**src/rtl/proc_rr_scheduler_if.sv**
```systemverilog
// Control-side bundle of the round-robin scheduler:
// ready mask, yield and quantum in; process numbers and status out.
interface proc_rr_scheduler_if #(
   parameter int DATA_WIDTH = 32,
   parameter int NUM_PROCS  = 4
);
   logic                  enable;
   logic [NUM_PROCS-1:0]  ready_mask;
   logic                  yield;
   logic [DATA_WIDTH-1:0] quantum_len;
   logic [DATA_WIDTH-1:0] new_proc_num;
   logic [DATA_WIDTH-1:0] cur_proc_num;
   logic                  busy;
   logic [DATA_WIDTH-1:0] switch_count;

   modport master (
      output enable,
      output ready_mask,
      output yield,
      output quantum_len,
      input  new_proc_num,
      input  cur_proc_num,
      input  busy,
      input  switch_count
   );

   modport slave (
      input  enable,
      input  ready_mask,
      input  yield,
      input  quantum_len,
      output new_proc_num,
      output cur_proc_num,
      output busy,
      output switch_count
   );
endinterface

```
**src/rtl/proc_rr_scheduler.sv**
```systemverilog
// Round-robin process scheduler: time-slices ready processes and
// emits a one-cycle process ID pulse at every context switch.
module proc_rr_scheduler #(
   parameter int DATA_WIDTH = 32,
   parameter int NUM_PROCS  = 4,
   parameter int IDX_WIDTH  = 2
) (
   input logic                single_clk,
   input logic                reset,
   proc_rr_scheduler_if.slave sif
);
   typedef enum logic [1:0] {
      IDLE,
      SELECT,
      ANNOUNCE,
      RUN
   } state_t;

   state_t                state_q;
   state_t                state_d;
   logic [IDX_WIDTH-1:0]  cur_idx_q;
   logic [DATA_WIDTH-1:0] cur_q;
   logic [DATA_WIDTH-1:0] new_q;
   logic [DATA_WIDTH-1:0] sw_q;
   logic [DATA_WIDTH-1:0] qcnt_q;

   int                    srch_start;
   logic [IDX_WIDTH-1:0]  probe;
   logic [IDX_WIDTH-1:0]  pick_idx;
   logic                  pick_hit;
   logic [DATA_WIDTH-1:0] pick_id;
   logic [DATA_WIDTH-1:0] q_load;
   logic                  cur_rdy;

   // Search begins just past the current process; index 0 before any grant.
   always_comb begin
      pick_idx   = '0;
      pick_hit   = 1'b0;
      probe      = '0;
      srch_start = (cur_q == '0) ? 0
                 : (int'(cur_idx_q) + 1) % NUM_PROCS;
      for (int i = 0; i < NUM_PROCS; i++) begin
         probe = IDX_WIDTH'((srch_start + i) % NUM_PROCS);
         if (!pick_hit && sif.ready_mask[probe]) begin
            pick_hit = 1'b1;
            pick_idx = probe;
         end
      end
   end

   assign pick_id = {{(DATA_WIDTH-IDX_WIDTH){1'b0}}, pick_idx}
                  + DATA_WIDTH'(1);
   assign q_load  = (sif.quantum_len == '0) ? DATA_WIDTH'(1)
                  : sif.quantum_len;
   assign cur_rdy = sif.ready_mask[cur_idx_q];

   always_comb begin
      state_d = state_q;
      unique case (state_q)
         IDLE: begin
            if (sif.enable && |sif.ready_mask)
               state_d = SELECT;
         end
         SELECT: begin
            state_d = pick_hit ? ANNOUNCE : IDLE;
         end
         ANNOUNCE: begin
            state_d = RUN;
         end
         RUN: begin
            // A dropped ready bit wins even while the slice is frozen.
            if (!cur_rdy)
               state_d = SELECT;
            else if (sif.enable &&
                     (sif.yield || qcnt_q == DATA_WIDTH'(1)))
               state_d = SELECT;
         end
         default: state_d = IDLE;
      endcase
   end

   always_ff @(posedge single_clk or posedge reset) begin
      if (reset) begin
         state_q   <= IDLE;
         cur_idx_q <= '0;
         cur_q     <= '0;
         new_q     <= '0;
         sw_q      <= '0;
         qcnt_q    <= '0;
      end else begin
         state_q <= state_d;
         new_q   <= '0;
         if (state_q == SELECT && pick_hit) begin
            cur_idx_q <= pick_idx;
            cur_q     <= pick_id;
            new_q     <= pick_id;
            sw_q      <= sw_q + DATA_WIDTH'(1);
            qcnt_q    <= q_load;
         end else if (state_q == RUN && sif.enable) begin
            qcnt_q <= qcnt_q - DATA_WIDTH'(1);
         end
      end
   end

   assign sif.new_proc_num = new_q;
   assign sif.cur_proc_num = cur_q;
   assign sif.switch_count = sw_q;
   assign sif.busy         = (state_q != IDLE);
endmodule
```
**src/flat_wrapper.sv**
```systemverilog
// flat-port wrapper written by rule: the top's interface ports become plain ports
module proc_rr_scheduler_flat 
#(
   parameter int DATA_WIDTH = 32,
   parameter int NUM_PROCS  = 4,
   parameter int IDX_WIDTH  = 2
)
  (single_clk, reset, sif_enable, sif_ready_mask, sif_yield, sif_quantum_len, sif_new_proc_num, sif_cur_proc_num, sif_busy, sif_switch_count);
  proc_rr_scheduler_if #(.DATA_WIDTH(DATA_WIDTH), .NUM_PROCS(NUM_PROCS)) sif_i ();
  input logic single_clk;
  input logic reset;
  input wire logic [$bits(sif_i.enable)-1:0] sif_enable;
  input wire logic [$bits(sif_i.ready_mask)-1:0] sif_ready_mask;
  input wire logic [$bits(sif_i.yield)-1:0] sif_yield;
  input wire logic [$bits(sif_i.quantum_len)-1:0] sif_quantum_len;
  output wire logic [$bits(sif_i.new_proc_num)-1:0] sif_new_proc_num;
  output wire logic [$bits(sif_i.cur_proc_num)-1:0] sif_cur_proc_num;
  output wire logic [$bits(sif_i.busy)-1:0] sif_busy;
  output wire logic [$bits(sif_i.switch_count)-1:0] sif_switch_count;
  assign sif_i.enable = sif_enable;
  assign sif_i.ready_mask = sif_ready_mask;
  assign sif_i.yield = sif_yield;
  assign sif_i.quantum_len = sif_quantum_len;
  assign sif_new_proc_num = sif_i.new_proc_num;
  assign sif_cur_proc_num = sif_i.cur_proc_num;
  assign sif_busy = sif_i.busy;
  assign sif_switch_count = sif_i.switch_count;
  proc_rr_scheduler #(.DATA_WIDTH(DATA_WIDTH), .NUM_PROCS(NUM_PROCS), .IDX_WIDTH(IDX_WIDTH)) u_core (.single_clk(single_clk), .reset(reset), .sif(sif_i));
endmodule
```
**config.mk**
```make
export PLATFORM = sky130hd
export DESIGN_NAME = proc_rr_scheduler_flat
export DESIGN_NICKNAME = d
export VERILOG_FILES = /design/src/rtl/proc_rr_scheduler_if.sv /design/src/rtl/proc_rr_scheduler.sv /design/src/flat_wrapper.sv
export SDC_FILE = /design/constraint.sdc
export NUM_CORES = 1
export LEC_CHECK = 0
export CAP_MARGIN = 5
export CORE_MARGIN = 1.5
export CORE_UTILIZATION = 48
export CTS_CLUSTER_SIZE = 25
export DETAILED_ROUTE_END_ITERATION = 16
export GPL_ROUTABILITY_DRIVEN = 0
export PLACE_DENSITY = 0.81
export SLEW_MARGIN = 20
export SYNTH_ARGS = -nofsm -noshare
export SYNTH_HDL_FRONTEND = slang
export SYNTH_SLANG_ARGS = --single-unit
```
**constraint.sdc**
```tcl
create_clock -name single_clk -period 2.8 [get_ports single_clk]
set_clock_uncertainty 0.15 [all_clocks]
set_input_delay 0.28 -clock single_clk [delete_from_list [all_inputs] [get_ports single_clk]]
set_output_delay 0.28 -clock single_clk [all_outputs]
set_load 0.02 [all_outputs]
```
=== Word level (Yosys, flattened, before mapping) ===
Index checks and enable logic that the tools add are counted.

* Add/sub/neg operators: 7
* $lt $le $gt $ge: 5
* Eq/ne operators: 6
* Muxes and demuxes: 28
* Reduce and logical (&&, ||, !) cells: 18

{| class="wikitable"
|+ Operators by type and width
! kind !! count
|-
| $mux W32 || 4
|-
| $logic_not A32 Y1 || 2
|-
| $add A32 B1 Y32 const B || 1
|-
| $eq A32 B1 Y1 const B || 1
|-
| $sub A32 B1 Y32 const B || 1
|-
| $mux W2 || 9
|-
| $lt A2 B3 Y1 const B || 5
|-
| $bmux W1 S2 || 5
|-
| $mux W1 || 9
|-
| $pmux W2 S4 || 1
|-
| $logic_and A1 B1 Y1 || 7
|-
| $add A2 B1 Y2 const B || 2
|-
| $add A2 B2 Y2 const B || 2
|-
| $eq A2 B2 Y1 const B || 2
|-
| $reduce_bool A2 Y1 || 2
|-
| $reduce_or A4 Y1 || 1
|-
| $add A2 B1 Y3 const B || 1
|-
| $logic_not A1 Y1 || 3
|-
| $ne A3 B3 Y1 const B || 1
|-
| $eq A2 B1 Y1 const B || 1
|-
| $logic_not A2 Y1 || 1
|-
| $ne A2 B1 Y1 const B || 1
|-
| $reduce_and A2 Y1 || 1
|-
| $logic_or A1 B1 Y1 || 1
|}

* Register bits: 132
* Input bits: 40
* Output and inout port bits: 97
* Word-level logic and storage cells: 70

=== Depth between registers and ports, before layout ===
Gate-level depths: netlist of the first run.

* Depth in word-level cells: 16
* Gate-level depth with buffers: 9
* Mapped depth without buffers: 8

=== Least setup slack after synthesis of the first run ===
No wires, ideal clock.

* Path kind: reg2reg
* From: register u_core.cur_q[2], in the netlist u_core.sif.cur_proc_num[2]
* To: register u_core.cur_q[1], in the netlist u_core.sif.cur_proc_num[1]
* Library setup time: 0.118 ns
* Arrival time: 2.047 ns
* Required time: 2.532 ns
* Path slack: 0.485 ns
* Cell stages (with the launch flop): 9
* Buffers on the path: 0
* Clock period less this slack: 2.315 ns
* Cell sequence: dfrtp_1 -> or4b_1 -> o31ai_1 -> nor2_1 -> a21oi_1 -> mux2i_1 -> ha_1 -> and2_1 -> a21o_1

* Longest elaborated chain between the ends: 15
* Elaborated cells on any way between the ends: 29
* Classes of those cells: add/sub (4); mux (17); reduce/logical (8)

{| class="wikitable"
|+ Ends and longest elaborated chain
! what !! RTL line !! RTL
|-
| from (decl) || proc_rr_scheduler.sv:22 || <nowiki>logic [DATA_WIDTH-1:0] cur_q;</nowiki>
|-
| from (signal assigned) || proc_rr_scheduler.sv:95 || <nowiki>cur_q <= pick_id;</nowiki>
|-
| $logic_not A32 Y1 (*) || proc_rr_scheduler.sv:40 || <nowiki>srch_start = (cur_q == '0) ? 0</nowiki>
|-
| $mux W2 (*) || proc_rr_scheduler.sv:40 ||
|-
| branches (longest 11 deep; another with $add A2 B2 Y2) || - ||
|-
| $mux W2 (*) || proc_rr_scheduler.sv:44 || <nowiki>if (!pick_hit && sif.ready_mask[probe]) begin</nowiki>
|-
| net u_core.pick_idx[0] || proc_rr_scheduler.sv:29 || <nowiki>logic [IDX_WIDTH-1:0] pick_idx;</nowiki>
|-
| $add A2 B1 Y3 (*) || proc_rr_scheduler.sv:52 || <nowiki>+ DATA_WIDTH'(1);</nowiki>
|-
| net u_core.pick_id[1] || proc_rr_scheduler.sv:31 || <nowiki>logic [DATA_WIDTH-1:0] pick_id;</nowiki>
|}

Mark *: on every way through the listed nets, which the timed path passes. The select of a mux whose other input is x is not followed.
A chain may end at the register's enable or synchronous reset.

=== Worst setup path in the final report of the first run ===
* From: register u_core.cur_idx_q[1]
* To: register u_core.cur_q[1], in the netlist u_core.sif.cur_proc_num[1]

* Longest elaborated chain between the ends: 15
* Elaborated cells on any way between the ends: 29
* Classes of those cells: add/sub (5); mux (17); reduce/logical (7)

{| class="wikitable"
|+ Ends and longest elaborated chain
! what !! RTL line !! RTL
|-
| from (decl) || proc_rr_scheduler.sv:21 || <nowiki>logic [IDX_WIDTH-1:0] cur_idx_q;</nowiki>
|-
| from (signal assigned) || proc_rr_scheduler.sv:94 || <nowiki>cur_idx_q <= pick_idx;</nowiki>
|-
| $add A2 B1 Y2 (*) || proc_rr_scheduler.sv:41 || <nowiki>: (int'(cur_idx_q) + 1) % NUM_PROCS;</nowiki>
|-
| $mux W2 (*) || proc_rr_scheduler.sv:40 ||
|-
| branches (longest 11 deep; another with $add A2 B2 Y2) || - ||
|-
| $mux W2 (*) || proc_rr_scheduler.sv:44 ||
|-
| net u_core.pick_idx[0] || proc_rr_scheduler.sv:29 ||
|-
| $add A2 B1 Y3 (*) || proc_rr_scheduler.sv:52 ||
|-
| net u_core.pick_id[1] || proc_rr_scheduler.sv:31 ||
|}

Marks and branches as above.

==> impl_results.md, run 1 <==
- Post-synth EDFFs: 0
- Cell row count: 35
- GRT met3 Usage: 0.0483
- GRT Overall Usage: 0.206
- Achievable frequency: 408 MHz
- Dpl cells: 694
- Clk buf depth: 2
- Ys async rst share: 1.00
- ANT nets after route: 0
- Setup crit start: u_core.cur_idx_q[1]$_DFFE_PP0P_
- RSZ-0062 raised after global routing: false
- Drt initial violations: 166
- Fin crit period: 2.45 ns
- Internal power: 2.69 mW
- Hold Vio Cnt, Final: 0
- Reg2Reg Depth: 8
- Status: completed
- Slew Limit Headroom: 0.655
- Pwr dens: 840 nW/µm²
- Switching pwr: 1.99 mW
- I/O pins: 137
- CP endpoint kind: flip-flop
- FF-to-FF End: u_core.sif.cur_proc_num[1]$_DFFE_PP0P_
- Die X: 101 µm
- Die span in y: 101 µm
- CP required: 2.88 ns
- Lkg Pwr: 2.39 nW
- Sequential share of power: 0.402
- Final Total Pwr: 4.68 mW
- Clock Pin Slew Worst Setup and Hold Paths: 0.09 ns
- Vias: 3804
- Crit path capture: u_core.sif.cur_proc_num[1]$_DFFE_PP0P_
- GRT busiest layer: met2
- Sequential cell area fraction in the yosys report: 0.399
- YS warnings: 0
- GR Layer Usage met1: 0.266
- Setup CP Type: flip-flop to flip-flop
- Dpl hpwl: 7730 µm
- Maximum VDD drop: 0.381 mV
- Hold Crit Class: input pin to asynchronous set/reset pin
- Max stage delay cell, worst path: dfrtp_1
- Slew of the pin with the lowest slew margin: 0.512 ns
- Die area: 10300 µm²
- Clock network fraction of design power: 0.176
- Syn Std Cell Area: 4640 µm²
- CTS buffer count: 9
- Max_cap viols: 0
- CTS resizes: 0
- Initial antenna violation count: 0
- GR met2 Demand/Resource: 0.350
- Startpoint types: flip-flop
- Reg-to-Reg Start: u_core.cur_idx_q[1]$_DFFE_PP0P_
- FF+latch count, synth: 74
- Logic pwr share: 0.422
- CTS Root Cell: clkbuf_8
- Final Max Tran Viols: 0
- Top delay family on crit path: multiplexers
- Hold Buf Count CTS: 0
- CP max FO: 12
- Vias in the first global route: 3512
- Mean Syn Cell Area: 9.38 µm²
- GRT overflow: 0
- Worst path cell trace: mux2_2, nor3_1, nor3_1, a21oi_1, mux2i_1, ha_1, and2_1, a21o_1
- Netlist cell types: 59
- CTS sink cnt: 74
- Ys flop type: dfrtp_1
- CP Depth: 8
- Setup Total Neg Slack: 0 ns
- Sw frac: 0.425
- Gate Count Post-Synth: 495
- Number of H-tree levels: 3
- Nets@finish: 625
- Final Setup Violations: 0
- Layout area overhead: 19.9%
- Antenna Cells: 0
- Hold WS: 0.151 ns
- IO Port Bufs: 78
- Fin crit share: 0.876
- First-pass GRT wire length: 17100 µm
- Core footprint: 9330 µm²
- DR vias/cell: 5.36
- Largest net degree at the start of global routing: 75
- Finished Layout Cells: 710
- DRC viols: 0
- CP peak stage delay: 0.55 ns
- CP Data Arrival Time: 2.54 ns
- Worst path most repeated cell: nor3_1
- Commonest cells after routing, fill and taps aside: clkdlybuf4s50_1 (78), dfrtp_1 (74), conb_1 (58)
- Total wire length: 10300 µm
- Reg2Reg Setup Slack: 0.35 ns
- Initial Util: 0.498
- Ratio of cells with drive above 1 in the final layout: 0.0757
- Pre-antenna DRT Iters: 5
- Clock tree from TritonCTS: yes
- Clock Latency Late Sink: 0.35 ns
- # Post-CTS Setup Buffers: 0
- WL/cell: 14.5 µm
- Buf+Inv Stages, Crit Path: 0
- Most common cell after layout, fill and taps aside: clkdlybuf4s50_1
## per-stage QoR
step	utilization	setup WS [ns]	area (µm²)
floorplan	-	0.485	4860
global placement	0.576	0.224	5370
detailed placement	0.576	0.0991	5370
CTS	0.597	0.379	5560
global route	0.597	0.198	5560
finish	0.597	0.346	5560
## state kept, by name (all words and copies together), names as in the netlist
signal                   cells
u_core.qcnt_q               32
u_core.cur_idx_q             2
u_core.sif.switch_count     32
u_core.sif.cur_proc_num      3
u_core.state_q               2
u_core.sif.new_proc_num      3
## synth_stat cells, types with 6 or more instances
library cell	instances	area [µm²]
xor2_1	28	245
buf_2	6	30.0
o21ai_0	28	140
nand3_1	21	105
nor2_1	27	101
buf_4	59	443
nand2_1	53	199
inv_1	13	48.8
nor3_1	17	85.1
nor4_1	15	93.8
a21oi_1	8	40.0
nand4_1	15	93.8
clkbuf_1	8	30.0
xnor2_1	29	254
dfrtp_1	74	1850
ha_1	9	113
## layer usage
| metal | up-vias | wire length, µm | part of all wire |
|---|---|---|---|
| met1 | 1802 | 4270 | 0.41 |
| met5 | - | 0 | 0 |
| met2 | 185 | 5110 | 0.50 |
| met3 | 26 | 705 | 0.068 |
| li1 | 1791 | - | - |
| met4 | 0 | 226 | 0.022 |
## power by group through the flow
stage          logic (mW)  registers (mW)  clock network, mW
6_report             1.98            1.88              0.822
5_1_grt              2.19            1.93              0.891
4_1_cts              1.97            1.87              0.842
3_5_place_dp         1.96            1.88                  0
3_3_place_gp         1.91            1.86                  0
2_1_floorplan        1.43            1.86                  0
## final cells by class
| class | count | area, µm² |
|---|---|---|
| clock buffer | 10 | 128 |
| clock inverter | 6 | 65.1 |
| fill | 789 | 3760 |
| inverter | 13 | 48.8 |
| multi-input combinational | 391 | 2450 |
| sequential | 74 | 1850 |
| tap | 129 | 161 |
| timing repair buffer | 87 | 861 |
## worst min-delay path: cells and delay by family
kind / cells / cell delay (ns)
buffers and inverters: 3 / 0.79
## how the worst min path moves through the flow
stage | slack (ns) | start | depth (start not counted) | endpoint
2_1_floorplan | 0.25 | sif_quantum_len[4] | 1 | u_core.qcnt_q[4]$_DFFE_PP0P_
3_3_place_gp | 0.31 | u_core.sif.switch_count[31]$_DFFE_PP0P_ | 1 | u_core.sif.switch_count[31]$_DFFE_PP0P_
3_5_place_dp | 0.31 | u_core.sif.switch_count[31]$_DFFE_PP0P_ | 1 | u_core.sif.switch_count[31]$_DFFE_PP0P_
4_1_cts | 0.19 | reset | 3 | u_core.sif.switch_count[17]$_DFFE_PP0P_
5_1_grt | 0.20 | reset | 3 | u_core.sif.switch_count[10]$_DFFE_PP0P_
6_report | 0.15 | reset | 3 | u_core.sif.switch_count[10]$_DFFE_PP0P_
## logic make-up (layout without fill, tap and decap cells)
kind of cell    Yosys count  after routing  share of synthesized area
simple gates            195            195                      0.244
buf+inv                  87            116                      0.120
flops                    74             74                      0.399
compound gates           65             65                     0.0863
xor+xnor                 57             57                      0.108
fa+ha+maj                 9              9                     0.0243
mux                       7              7                     0.0183
other cells               1             58                   0.000808
Power figures use the tool's default switching activity.
==> run 2, diff against run 1 <==
--- a/config.mk
+++ b/config.mk
@@ -8,7 +8,7 @@
 export CAP_MARGIN = 5
 export CORE_MARGIN = 1.5
 export CORE_UTILIZATION = 48
-export CTS_CLUSTER_SIZE = 25
+export CTS_CLUSTER_SIZE = 12
 export DETAILED_ROUTE_END_ITERATION = 16
 export GPL_ROUTABILITY_DRIVEN = 0
 export PLACE_DENSITY = 0.81
==> results of run 2 <==
Same layout as run 1: the final DEF is identical, and so are final timing and power.
